[config.mk]
export PLATFORM = sky130hd
export DESIGN_NAME = alu_src_pipe
export DESIGN_NICKNAME = d
export VERILOG_FILES = /design/src/rtl/alu_src_pipe.sv
export SDC_FILE = /design/constraint.sdc
export NUM_CORES = 1
export LEC_CHECK = 0
export CELL_PAD_IN_SITES_DETAIL_PLACEMENT = 1
export CELL_PAD_IN_SITES_GLOBAL_PLACEMENT = 1
export CORE_MARGIN = 4
export CORE_UTILIZATION = 27
export DETAILED_ROUTE_END_ITERATION = 10
export PLACE_DENSITY = 0.91
export SETUP_SLACK_MARGIN = 0.1
export SLEW_MARGIN = 15
export SYNTH_ARGS = -nofsm -noshare
export SYNTH_HDL_FRONTEND = slang
export SYNTH_SLANG_ARGS = --single-unit
[constraint.sdc]
create_clock -name clk -period 1.6 [get_ports clk]
set_input_delay 0.4 -clock clk [delete_from_list [all_inputs] [get_ports clk]]
set_output_delay 0.4 -clock clk [all_outputs]
set_load 0.03 [all_outputs]
[src/rtl/alu_src_pipe.sv]
// Registered ALU operand-source selector with a 2-entry skid buffer.
// Optional sticky out-of-range flag: define ALU_SRC_ERR_EN.
module alu_src_pipe #(
   parameter int               WIDTH     = 32,
   parameter int               NUM_SRC   = 8,
   parameter int               SEL_W     = 3,
   parameter int               CONST_IDX = 1,
   parameter logic [WIDTH-1:0] CONST_VAL = WIDTH'(4)
) (
   input  logic                     clk,
   input  logic                     reset_n,
   input  logic [NUM_SRC*WIDTH-1:0] src_bus,
   input  logic [SEL_W-1:0]         sel,
   input  logic                     in_valid,
   output logic                     in_ready,
   output logic [WIDTH-1:0]         data_out,
   output logic [SEL_W-1:0]         sel_out,
   output logic                     out_valid,
   input  logic                     out_ready,
   output logic                     err
);

   typedef enum logic [1:0] {
      EMPTY = 2'd0,
      ONE   = 2'd1,
      FULL  = 2'd2
   } state_t;

   typedef struct packed {
      logic [WIDTH-1:0] data;
      logic [SEL_W-1:0] sel;
   } entry_t;

   state_t state_q, state_d;
   entry_t head_q, skid_q, new_entry;
   logic   [WIDTH-1:0] sel_word;
   logic   accept, drain;
   logic   head_new, head_skid, skid_ld;

   assign in_ready  = (state_q != FULL);
   assign out_valid = (state_q != EMPTY);
   assign data_out  = head_q.data;
   assign sel_out   = head_q.sel;
   assign accept    = in_valid & in_ready;
   assign drain     = out_valid & out_ready;

   // Out-of-range selects fall through to the zero default.
   always_comb begin
      sel_word = '0;
      for (int i = 0; i < NUM_SRC; i++) begin
         if (32'(sel) == i) sel_word = src_bus[i*WIDTH +: WIDTH];
      end
      if (sel == SEL_W'(CONST_IDX)) sel_word = CONST_VAL;
   end

   assign new_entry = '{data: sel_word, sel: sel};

   always_comb begin
      state_d   = state_q;
      head_new  = 1'b0;
      head_skid = 1'b0;
      skid_ld   = 1'b0;
      unique case (state_q)
         EMPTY: begin
            if (accept) begin
               state_d  = ONE;
               head_new = 1'b1;
            end
         end
         ONE: begin
            if (accept && drain) begin
               head_new = 1'b1;
            end else if (accept) begin
               state_d = FULL;
               skid_ld = 1'b1;
            end else if (drain) begin
               state_d = EMPTY;
            end
         end
         FULL: begin
            if (drain) begin
               state_d   = ONE;
               head_skid = 1'b1;
            end
         end
         default: state_d = EMPTY;
      endcase
   end

   always_ff @(posedge clk) begin
      if (!reset_n) begin
         state_q <= EMPTY;
         head_q  <= '0;
         skid_q  <= '0;
      end else begin
         state_q <= state_d;
         if (head_new)       head_q <= new_entry;
         else if (head_skid) head_q <= skid_q;
         if (skid_ld)        skid_q <= new_entry;
      end
   end

`ifdef ALU_SRC_ERR_EN
   logic err_q;
   logic sel_oor;

   assign sel_oor = (32'(sel) >= NUM_SRC);
   assign err     = err_q;

   always_ff @(posedge clk) begin
      if (!reset_n)              err_q <= 1'b0;
      else if (accept && sel_oor) err_q <= 1'b1;
   end
`else
   assign err = 1'b0;
`endif

endmodule
==> impl_metrics.xml <==
<?xml version="1.0" encoding="UTF-8"?>
<metrics>
  <group name="status">
    <metric name="status" unit="">complete, no violations</metric>
  </group>
  <group name="sta">
    <metric name="layout_setup_ws" unit="ns">0.00642</metric>
    <metric name="final_critical_path_share_of_the_clock_period" unit="%">99.6</metric>
    <metric name="endpoints_failing_hold" unit="">0</metric>
    <metric name="fmax" unit="MHz">628</metric>
    <metric name="final_period_minus_worst_setup_slack" unit="ns">1.59</metric>
    <metric name="final_max_slew_viol_count" unit="">0</metric>
    <metric name="report.final.setup_viol" unit="">0</metric>
    <metric name="grt_setup_unrepaired" unit="">yes</metric>
    <metric name="clock-skew-final" unit="ns">0.00627</metric>
  </group>
  <group name="placement">
    <metric name="place.detailed.hpwl" unit="µm">18900</metric>
    <metric name="gpl.final_weighted_congestion" unit="">0.829</metric>
    <metric name="post-place-cells" unit="">1169</metric>
    <metric name="dpl-instance-area" unit="µm²">8550</metric>
    <metric name="place_worst_setup_slack" unit="ns">-0.531</metric>
    <metric name="port-buffer-count" unit="">267</metric>
  </group>
  <group name="power_and_ir_drop">
    <metric name="cell_internal_pwr" unit="mW">4.43</metric>
    <metric name="power.combinational.fraction" unit="%">34.8</metric>
    <metric name="power.switching" unit="mW">1.82</metric>
    <metric name="power.leakage" unit="nW">3.82</metric>
    <metric name="share_seq_of_total_power" unit="%">31.6</metric>
    <metric name="irDropWorstVdd" unit="µV">444</metric>
    <metric name="power.density_cell_area" unit="nW/µm²">682</metric>
    <metric name="share_clk_of_total_power" unit="%">33.7</metric>
    <metric name="switching_share_of_power" unit="%">29.2</metric>
    <metric name="fin_total_pwr" unit="mW">6.25</metric>
  </group>
  <group name="worst_setup_path">
    <metric name="cpMaxStageDelayCell" unit="">and3b_4</metric>
    <metric name="crit_path_cell_trace" unit="">and3b_4 -&gt; buf_4 -&gt; buf_16 -&gt; mux2_4 -&gt; o21ai_1 -&gt; a21oi_1</metric>
    <metric name="end_kind" unit="">flop</metric>
    <metric name="path_max_fanout" unit="">6</metric>
    <metric name="worstSetupStartpointType" unit="">flop</metric>
    <metric name="critical-path-max-stage-delay" unit="ns">0.35</metric>
    <metric name="arrival" unit="ns">1.81</metric>
    <metric name="timing_worst_setup_path_type" unit="">reg2reg</metric>
    <metric name="critical-path-top-delay-family" unit="">simple AND/OR/NAND/NOR gates</metric>
    <metric name="cp_data_required_time" unit="ns">1.81</metric>
    <metric name="worst-path-buf-inv" unit="">2</metric>
  </group>
  <group name="clocking">
    <metric name="tritoncts_num_sinks" unit="">72</metric>
    <metric name="holdBufCountCts" unit="">0</metric>
    <metric name="num_cts_buffers" unit="">9</metric>
    <metric name="htree_levels" unit="">3</metric>
    <metric name="clock_tree_root_driver_cell" unit="">clkbuf_16</metric>
    <metric name="clk-insertion-delay-late" unit="ns">0.33</metric>
    <metric name="tritoncts_clock_tree" unit="">built</metric>
    <metric name="worst_setup_hold_path_clk_slew" unit="ns">0.06</metric>
    <metric name="cts.path.max_buffers" unit="">2</metric>
  </group>
  <group name="synth">
    <metric name="cell_area_after_synthesis" unit="µm²">5230</metric>
    <metric name="synthArstFlopShare" unit="%">0</metric>
    <metric name="avg_cell_area_syn" unit="µm²">8.21</metric>
    <metric name="synth_nets" unit="">900</metric>
    <metric name="synth_enable_flop_cells" unit="">0</metric>
    <metric name="ys_seq_elements" unit="">72</metric>
    <metric name="ys_seq_area_share" unit="%">27.6</metric>
    <metric name="dominant_register_cell_in_the_synthesized_netlist" unit="">dfxtp_1</metric>
    <metric name="postSynthCellCount" unit="">637</metric>
    <metric name="ys_warn_count" unit="">0</metric>
    <metric name="yosys.cell_types.count" unit="">47</metric>
  </group>
  <group name="final_layout">
    <metric name="post-route-cell-area" unit="µm²">9170</metric>
    <metric name="layoutNonFillerInstCount" unit="">1203</metric>
    <metric name="layout_net_count" unit="">1200</metric>
    <metric name="final_util" unit="%">48.5</metric>
    <metric name="drive_gt1_share" unit="%">20.7</metric>
    <metric name="synthToLayoutAreaGrowth" unit="%">75.3</metric>
  </group>
  <group name="job">
    <metric name="drv.max_cap_violation_count" unit="">0</metric>
  </group>
  <group name="routing">
    <metric name="routed_wirelength" unit="µm">23600</metric>
    <metric name="post-route-drc-count" unit="">0</metric>
    <metric name="via_count" unit="">6092</metric>
    <metric name="wire_per_inst" unit="µm">19.6</metric>
    <metric name="routed_antenna_nets" unit="">0</metric>
    <metric name="detailed_route_iter0_violations" unit="">170</metric>
    <metric name="dr.pass1.iters" unit="">4</metric>
    <metric name="post_drt_via_cell_ratio" unit="">5.06</metric>
  </group>
  <group name="global_routing">
    <metric name="global_route.usage.total" unit="%">20.7</metric>
    <metric name="grt_overflow_total" unit="">0</metric>
    <metric name="grt_pass1_vias" unit="">6689</metric>
    <metric name="antenna_found_initial" unit="">2</metric>
    <metric name="grt_first_pass_wirelength" unit="µm">36100</metric>
    <metric name="grt_start_max_net_pins" unit="">39</metric>
  </group>
  <group name="die">
    <metric name="die_outline_height" unit="µm">147</metric>
    <metric name="fp.dieW" unit="µm">147</metric>
    <metric name="floorplan.initialDensity" unit="%">27.7</metric>
    <metric name="core_region_area" unit="µm²">18900</metric>
    <metric name="io-pin-count" unit="">301</metric>
    <metric name="floorplan.rows" unit="">50</metric>
    <metric name="design.die.area" unit="µm²">21700</metric>
  </group>
  <group name="worst_hold_path">
    <metric name="holdCritPathClass" unit="">reg2reg</metric>
  </group>
</metrics>
[worst reg2reg max path, delay by kind of cell (launching register included)]
family	cells	cell delay [ns]
AO/OA/AOI/OAI	2	0.22
multiplexers	1	0.29
buffers and inverters	2	0.28
flip-flops	1	0.34
AND/OR/NAND/NOR	1	0.35
[per-layer routing]
| metal | part of all wire [%] | global-route usage, % | vias to the layer above |
|---|---|---|---|
| met5 | 0.030 | 0 | - |
| met4 | 2.6 | 6.76 | 2 |
| met3 | 7.7 | 5.86 | 35 |
| met2 | 52 | 39.5 | 238 |
| met1 | 38 | 21.9 | 2887 |
| li1 | - | - | 2930 |
[sequential cells by signal (all words and copies together) (netlist names)]
signal	count
data_out	32
sel_out	3
skid_q	35
state_q	2
[cells in the final DEF (no fill, tap or decap), types with 3 or more instances in the layout]
master / netlist / final
clkdlybuf4s50_1: 0 / 221
nand2_1: 100 / 98
mux2i_1: 97 / 97
dfxtp_1: 72 / 70
buf_4: 14 / 66
o21ai_0: 63 / 59
a21oi_1: 36 / 35
a22oi_1: 30 / 30
nand3_1: 30 / 30
a31oi_1: 29 / 29
mux2_4: 26 / 27
o21ai_1: 35 / 25
buf_12: 2 / 20
o21ai_2: 2 / 16
clkbuf_2: 2 / 13
clkdlybuf4s15_1: 0 / 13
nor2_1: 9 / 9
clkbuf_16: 0 / 9
mux2_2: 7 / 6
clkdlybuf4s15_2: 0 / 5
nor2b_4: 0 / 4
dlymetal6s2s_1: 0 / 4
a311oi_1: 3 / 3
clkbuf_8: 0 / 3
buf_16: 0 / 3
dlygate4sd2_1: 0 / 3
buf_6: 10 / 3
[layout make-up]
cell class | count | area [µm²]
Antenna cell | 1 | 2.50
Clock buffer | 12 | 267
Clock inverter | 4 | 51.3
Fill cell | 2171 | 9730
Inverter | 4 | 17.5
Multi-Input combinational cell | 496 | 3460
Sequential cell | 72 | 1440
Tap cell | 260 | 325
Timing Repair Buffer | 354 | 3590
[power groups by stage]
stage,Sequential [mW],Combinational [mW],Clock (mW)
4_1_cts,1.97,2.16,2.16
3_5_place_dp,2.01,2.14,0
5_1_grt,1.99,2.33,2.23
6_report,1.97,2.17,2.10
2_1_floorplan,2.16,0.826,0
3_3_place_gp,2.01,2.08,0
[metrics by stage]
step                      TNS (ns)  hold slack (ns)
after floorplan                  0            0.423
after global placement      -24.22            0.433
after detailed placement    -28.78            0.444
after CTS                    -1.24            0.453
after global routing        -0.272            0.484
final                            0            0.450
[kinds of logic (layout without fill, tap and decap cells)]
family                 Yosys count  after routing  synth area share, %
and+or+nand+nor                155            155                 12.9
other                            1              2               0.0717
muxes                          130            130                 27.5
AOI/OAI and AO/OA              210            210                 23.5
buffers and inverters           69            374                 8.47
DFF                             72             72                 27.6
[cell usage after synthesis (2+ instances only)]
cell type  number  area [µm²]
o21ai_1        35         175
a311oi_1        3        26.3
buf_12          2        40.0
nand3_1        30         150
nand2_1       100         375
mux2i_1        97         971
clkbuf_1       20        75.1
buf_4          14         105
mux2_4         26         390
nor2_1          9        33.8
buf_2          17        85.1
mux2_2          7        78.8
clkbuf_2        2        10.0
a22oi_1        30         225
and2_1          3        18.8
nor2b_1         3        18.8
o21ai_2         2        17.5
o21ai_0        63         315
a31oi_1        29         181
buf_6          10         113
dfxtp_1        72        1440
inv_1           3        11.3
a21oi_1        36         180
[final timing paths]
path              startpoint            to  slack, ns  cells past startpoint
hold reg to reg   skid_q[23]    skid_q[23]       0.45                      2
setup reg to reg  state_q[0]  data_out[23]      0.006                      6
hold / removal    skid_q[23]    skid_q[23]       0.45                      2
setup / recovery  state_q[0]  data_out[23]      0.006                      6
[repair_timing]
item / in CTS / in global routing
gates cloned: 4 / 0
setup endpoints to repair: 105 / 57
buffers inserted: 3 / 10
pin swaps: 7 / 2
resized for setup: 89 / 48
No activity file was read; power rests on OpenSTA's default activity.
==> RTL edit 1, RTL diff (config.mk and constraints unchanged) <==
Re-encode `state_t` (3 states) as one-hot, 3 bits wide.
--- a/src/rtl/alu_src_pipe.sv
+++ b/src/rtl/alu_src_pipe.sv
@@ -21,8 +21,8 @@
 );
 
-   typedef enum logic [1:0] {
-      EMPTY = 2'd0,
-      ONE   = 2'd1,
-      FULL  = 2'd2
+   typedef enum logic [2:0] {
+      EMPTY = 3'b001,
+      ONE   = 3'b010,
+      FULL  = 3'b100
    } state_t;
 
Check against the original RTL: same outputs for any inputs over 10 cycles, from zero or initial values and one cycle with reset_n low; not proved beyond that.
==> RTL edit 1 against the original RTL <==
The run now ends with negative setup slack left; sequential cell count rose by 1; critical endpoint is now sel_out[2]; critical path depth is 2 higher; core utilization increased by 1.1 points; largest power group is now clock; routed wire length grew 5.8%; sequential share of layout area grew 0.067 points; total power is 0.48% higher; highest routed layer unchanged; worst setup slack lost 75 ps; area after synthesis fell by 1.9%; first-iteration DRC count is 24% higher; final area increased by 1.2%; worst hold slack improved by 9.6 ps; critical path type unchanged; combinational power down 7%.
==> RTL edit 1: results (changes against the original RTL) <==
STA
  • Sum of negative setup slack: -499 ps (was 0 ps)
  • Total setup violations reported at the end of the flow: 13 (was 0)
  • Worst hold slack after final layout: 460 ps (was 450 ps)
  • Final setup margin: -68.6 ps (was 6.42 ps)

Global route
  • Met2 Resource Use GR: 41.5% (was 39.5%)
  • Maximum number of pins on one net before global-route repair: 45 (was 39)
  • First-pass GRT wire length: 38.0 mm (was 36.1 mm)
  • GR Layer Usage met3: 6.29% (was 5.86%)
  • Via count of the first global-routing pass: 6890 (was 6689)
  • Gr usage total: 22.3% (was 20.7%)

Drt
  • Routed length on met3: 1.74 mm (was 1.82 mm)
  • Starting DRT DRC Count: 210 (was 170)
  • Post-Route WL: 25.0 mm (was 23.6 mm)

Critical path
  • Family with the most delay on the worst path: buffers and inverters (was simple AND/OR/NAND/NOR gates)
  • R2r endpoint: sel_out[2] (was data_out[23])
  • Crit path max fanout: 5 (was 6)
  • WP data arrival: 1890 ps (was 1810 ps)
  • Slowest stage delay, CP: 370 ps (was 350 ps)

Layout
  • Non-clock buffering overhead in the final layout: 40.9% (was 39.2%)
  • Multi-In Gates: 492 (was 496)
  • Multi-input combinational area share: 36.3% (was 37.8%)
  • Sequential portion of the cell area: 15.8% (about the same)
  • Inverters excl. clock: 2 (was 4)

Synthesis
  • Dominant cells by area after synthesis: sky130_fd_sc_hd__dfxtp_1 28%, sky130_fd_sc_hd__mux2i_1 24%, sky130_fd_sc_hd__nand2_1 7.2%, sky130_fd_sc_hd__o22ai_1 6.5%, sky130_fd_sc_hd__o2111ai_1 4.6% (was sky130_fd_sc_hd__dfxtp_1 28%, sky130_fd_sc_hd__mux2i_1 19%, sky130_fd_sc_hd__mux2_4 7.5%, sky130_fd_sc_hd__nand2_1 7.2%, sky130_fd_sc_hd__o21ai_0 6.0%)
  • Fraction of post-synthesis cell area in the top cell type by area: 28.5% (was 27.6%)
  • Distinct cells, synth: 43 (was 47)
  • Leading cell types by count after synthesis: 122 x sky130_fd_sc_hd__mux2i_1, 98 x sky130_fd_sc_hd__nand2_1, 73 x sky130_fd_sc_hd__dfxtp_1 (was 100 x sky130_fd_sc_hd__nand2_1, 97 x sky130_fd_sc_hd__mux2i_1, 72 x sky130_fd_sc_hd__dfxtp_1)
  • Sequential share of the synthesized area: 28.5% (was 27.6%)

Outcome
  • Status: finished with violations (was finished clean)
  • Failing checks: negative setup slack

Power
  • Leakage: 3.75 nW (was 3.82 nW)
## RTL edit 1: cell types whose count changed after synthesis, sizes merged, moves of 4 or more
cell     unedited run  this run
a31oi              29         0
o21ai             100        36
o2111ai             1        27
nand2b              1         5
a22oi              30         0
nor2               10        29
o22ai               0        53
mux2               33         6
mux2i              97       122
## RTL edit 1: repair_timing
item / CTS / global route
resized for setup: 92 / 46
buffers inserted: 7 / 1
pin swaps: 34 / 22
setup endpoints to repair: 107 / 99
gates cloned: 4 / 4
## RTL edit 1: where the power goes
| part | leakage (nW) | internal (W) | switching, W | total, W |
|---|---|---|---|---|
| clock | 0.169 | 0.00156 | 0.000755 | 0.00231 |
| sequential | 0.594 | 0.00190 | 0.0000520 | 0.00195 |
| combinational | 2.99 | 0.00109 | 0.000921 | 0.00202 |
| total | 3.75 | 0.00455 | 0.00173 | 0.00628 |
==> RTL edit 2, RTL diff (same flow settings) <==
Made on the original files. Change the parameter `SEL_W` from 3 to 4.
--- a/src/rtl/alu_src_pipe.sv
+++ b/src/rtl/alu_src_pipe.sv
@@ -4,5 +4,5 @@
    parameter int               WIDTH     = 32,
    parameter int               NUM_SRC   = 8,
-   parameter int               SEL_W     = 3,
+   parameter int               SEL_W     = 4,
    parameter int               CONST_IDX = 1,
    parameter logic [WIDTH-1:0] CONST_VAL = WIDTH'(4)
Interface: changed (resized sel and sel_out); port bits go from 301 to 303. The function was not compared with the original's and may differ.
==> RTL edit 2 against the original RTL <==
Worst setup slack improved by 8.5 ps; routed wire length grew 31%; total power grew 5.3%; count of clock-buffer cells in the layout is 2 lower; worst hold slack got worse by 3.3 ps; global-route usage grew 5.1 points; area after synthesis fell by 0.31%; final area is 14% higher; first-iteration DRC count grew 150%; maximum frequency grew 0.53%; combinational power is 8% higher; sequential cell count rose by 2; critical path depth increased by 1; largest power group unchanged.
==> RTL edit 2: results (changes against the original RTL) <==
Global route
  • Maximum number of pins on one net before global-route repair: 27 (was 39)
  • Number of antenna violations at the first check in global routing: 0 (was 2)
  • Via count of the first global-routing pass: 7870 (was 6689)
  • Gr usage total: 25.9% (was 20.7%)

Drt
  • Post-Route WL: 30.9 mm (was 23.6 mm)
  • Routed length on met3: 2.23 mm (was 1.82 mm)
  • Starting DRT DRC Count: 423 (was 170)
  • Vias per Instance: 5.48 (was 5.06)
  • Initial DRT Pass Iterations: 5 (was 4)
  • Uppermost layer routed: met4 (was met5)

Synthesis
  • Leading cell types by count after synthesis: 123 x sky130_fd_sc_hd__o21ai_0, 88 x sky130_fd_sc_hd__nand2_1, 74 x sky130_fd_sc_hd__dfxtp_1 (was 100 x sky130_fd_sc_hd__nand2_1, 97 x sky130_fd_sc_hd__mux2i_1, 72 x sky130_fd_sc_hd__dfxtp_1)
  • Sequential share of the synthesized area: 28.4% (was 27.6%)
  • Net Count, Synth: 982 (was 900)
  • Distinct cells, synth: 50 (was 47)
  • Compound-Gate Fraction of Synth Area: 36.5% (was 23.5%)
  • Mux share of post-synthesis cell area: 6.79% (was 27.5%)

Power
  • Internal power: 0.00455 W (was 0.00443 W)
  • Maximum vdd drop: 0.460 mV (was 0.444 mV)
  • Leakage: 4.15 nW (was 3.82 nW)

Layout
  • Filler cell count: 2175 (was 2171)
  • Max FFs per register: 36 (was 35)
  • Antenna diode count: 0 (was 1)
  • Fraction of layout cells with a size suffix above 1: 29.4% (was 20.7%)

Placement
  • Area of placed instances: 9080 µm² (was 8550 µm²)
  • Count of buffers inserted at the top-level ports: 269 (was 267)
  • Setup Slack @ Placement: -785 ps (was -531 ps)

Clocking
  • Setup Buffers After CTS: 17 (was 3)
  • Post-cts sizing count: 127 (was 89)

Outcome
  • Status: finished clean (unchanged)

Critical path
  • R2r endpoint: data_out[20] (was data_out[23])
  • Slowest stage delay, CP: 330 ps (was 350 ps)
  • R2R cell count: 7 (was 6)
  • Library cell contributing the largest single delay on the critical path: sky130_fd_sc_hd__dfxtp_2 (was sky130_fd_sc_hd__and3b_4)

STA
  • Clock skew after layout: 4.41 ps (was 6.27 ps)
  • Final worst-path cycle share: 99.1% (was 99.6%)

Hold path
  • Worst min-delay path class: input port to flip-flop (was flip-flop to flip-flop)
  • End of the worst hold path: state_q[0] (was skid_q[23])
## RTL edit 2: cell types whose count changed after synthesis, moves of 13 or more
cell / before / now
sky130_fd_sc_hd__nand3_1: 30 / 11
sky130_fd_sc_hd__o21ai_0: 63 / 123
sky130_fd_sc_hd__a22oi_1: 30 / 5
sky130_fd_sc_hd__o22ai_1: 0 / 32
sky130_fd_sc_hd__mux2i_1: 97 / 23
sky130_fd_sc_hd__a31oi_1: 29 / 0
sky130_fd_sc_hd__o21a_1: 1 / 14
sky130_fd_sc_hd__o21ai_1: 35 / 14
sky130_fd_sc_hd__a21oi_1: 36 / 72
sky130_fd_sc_hd__nor2_1: 9 / 70
sky130_fd_sc_hd__mux2_4: 26 / 0
sky130_fd_sc_hd__nor2b_1: 3 / 21
sky130_fd_sc_hd__o31ai_1: 0 / 14
## RTL edit 2: area by class of cell
| type | count | area, µm² | share of cell area [%] |
|---|---|---|---|
| flip-flops and latches | 74 | 1490 | 14.3 |
| multi-input cells | 578 | 3980 | 38.2 |
| well taps | 260 | 325 | 3.12 |
| clock inverters | 6 | 91.3 | 0.876 |
| inverters | 1 | 3.75 | 0.0360 |
| repair buffers | 421 | 4310 | 41.3 |
| clock buffers | 10 | 229 | 2.20 |
## RTL edit 2: power groups by stage
stage | Sequential (W) | Clock [W] | Combinational, W
4_1_cts | 0.00200 | 0.00224 | 0.00216
6_report | 0.00200 | 0.00223 | 0.00235
3_3_place_gp | 0.00203 | 0 | 0.00203
5_1_grt | 0.00201 | 0.00231 | 0.00248
2_1_floorplan | 0.00216 | 0 | 0.000741
3_5_place_dp | 0.00204 | 0 | 0.00208
## RTL edit 2: routing by layer
layer	GRT usage, %	vias to the layer above
li1	-	3375
met1	29.5	3633
met2	47.1	327
met3	5.92	63
met4	9.65	0
met5	0	-
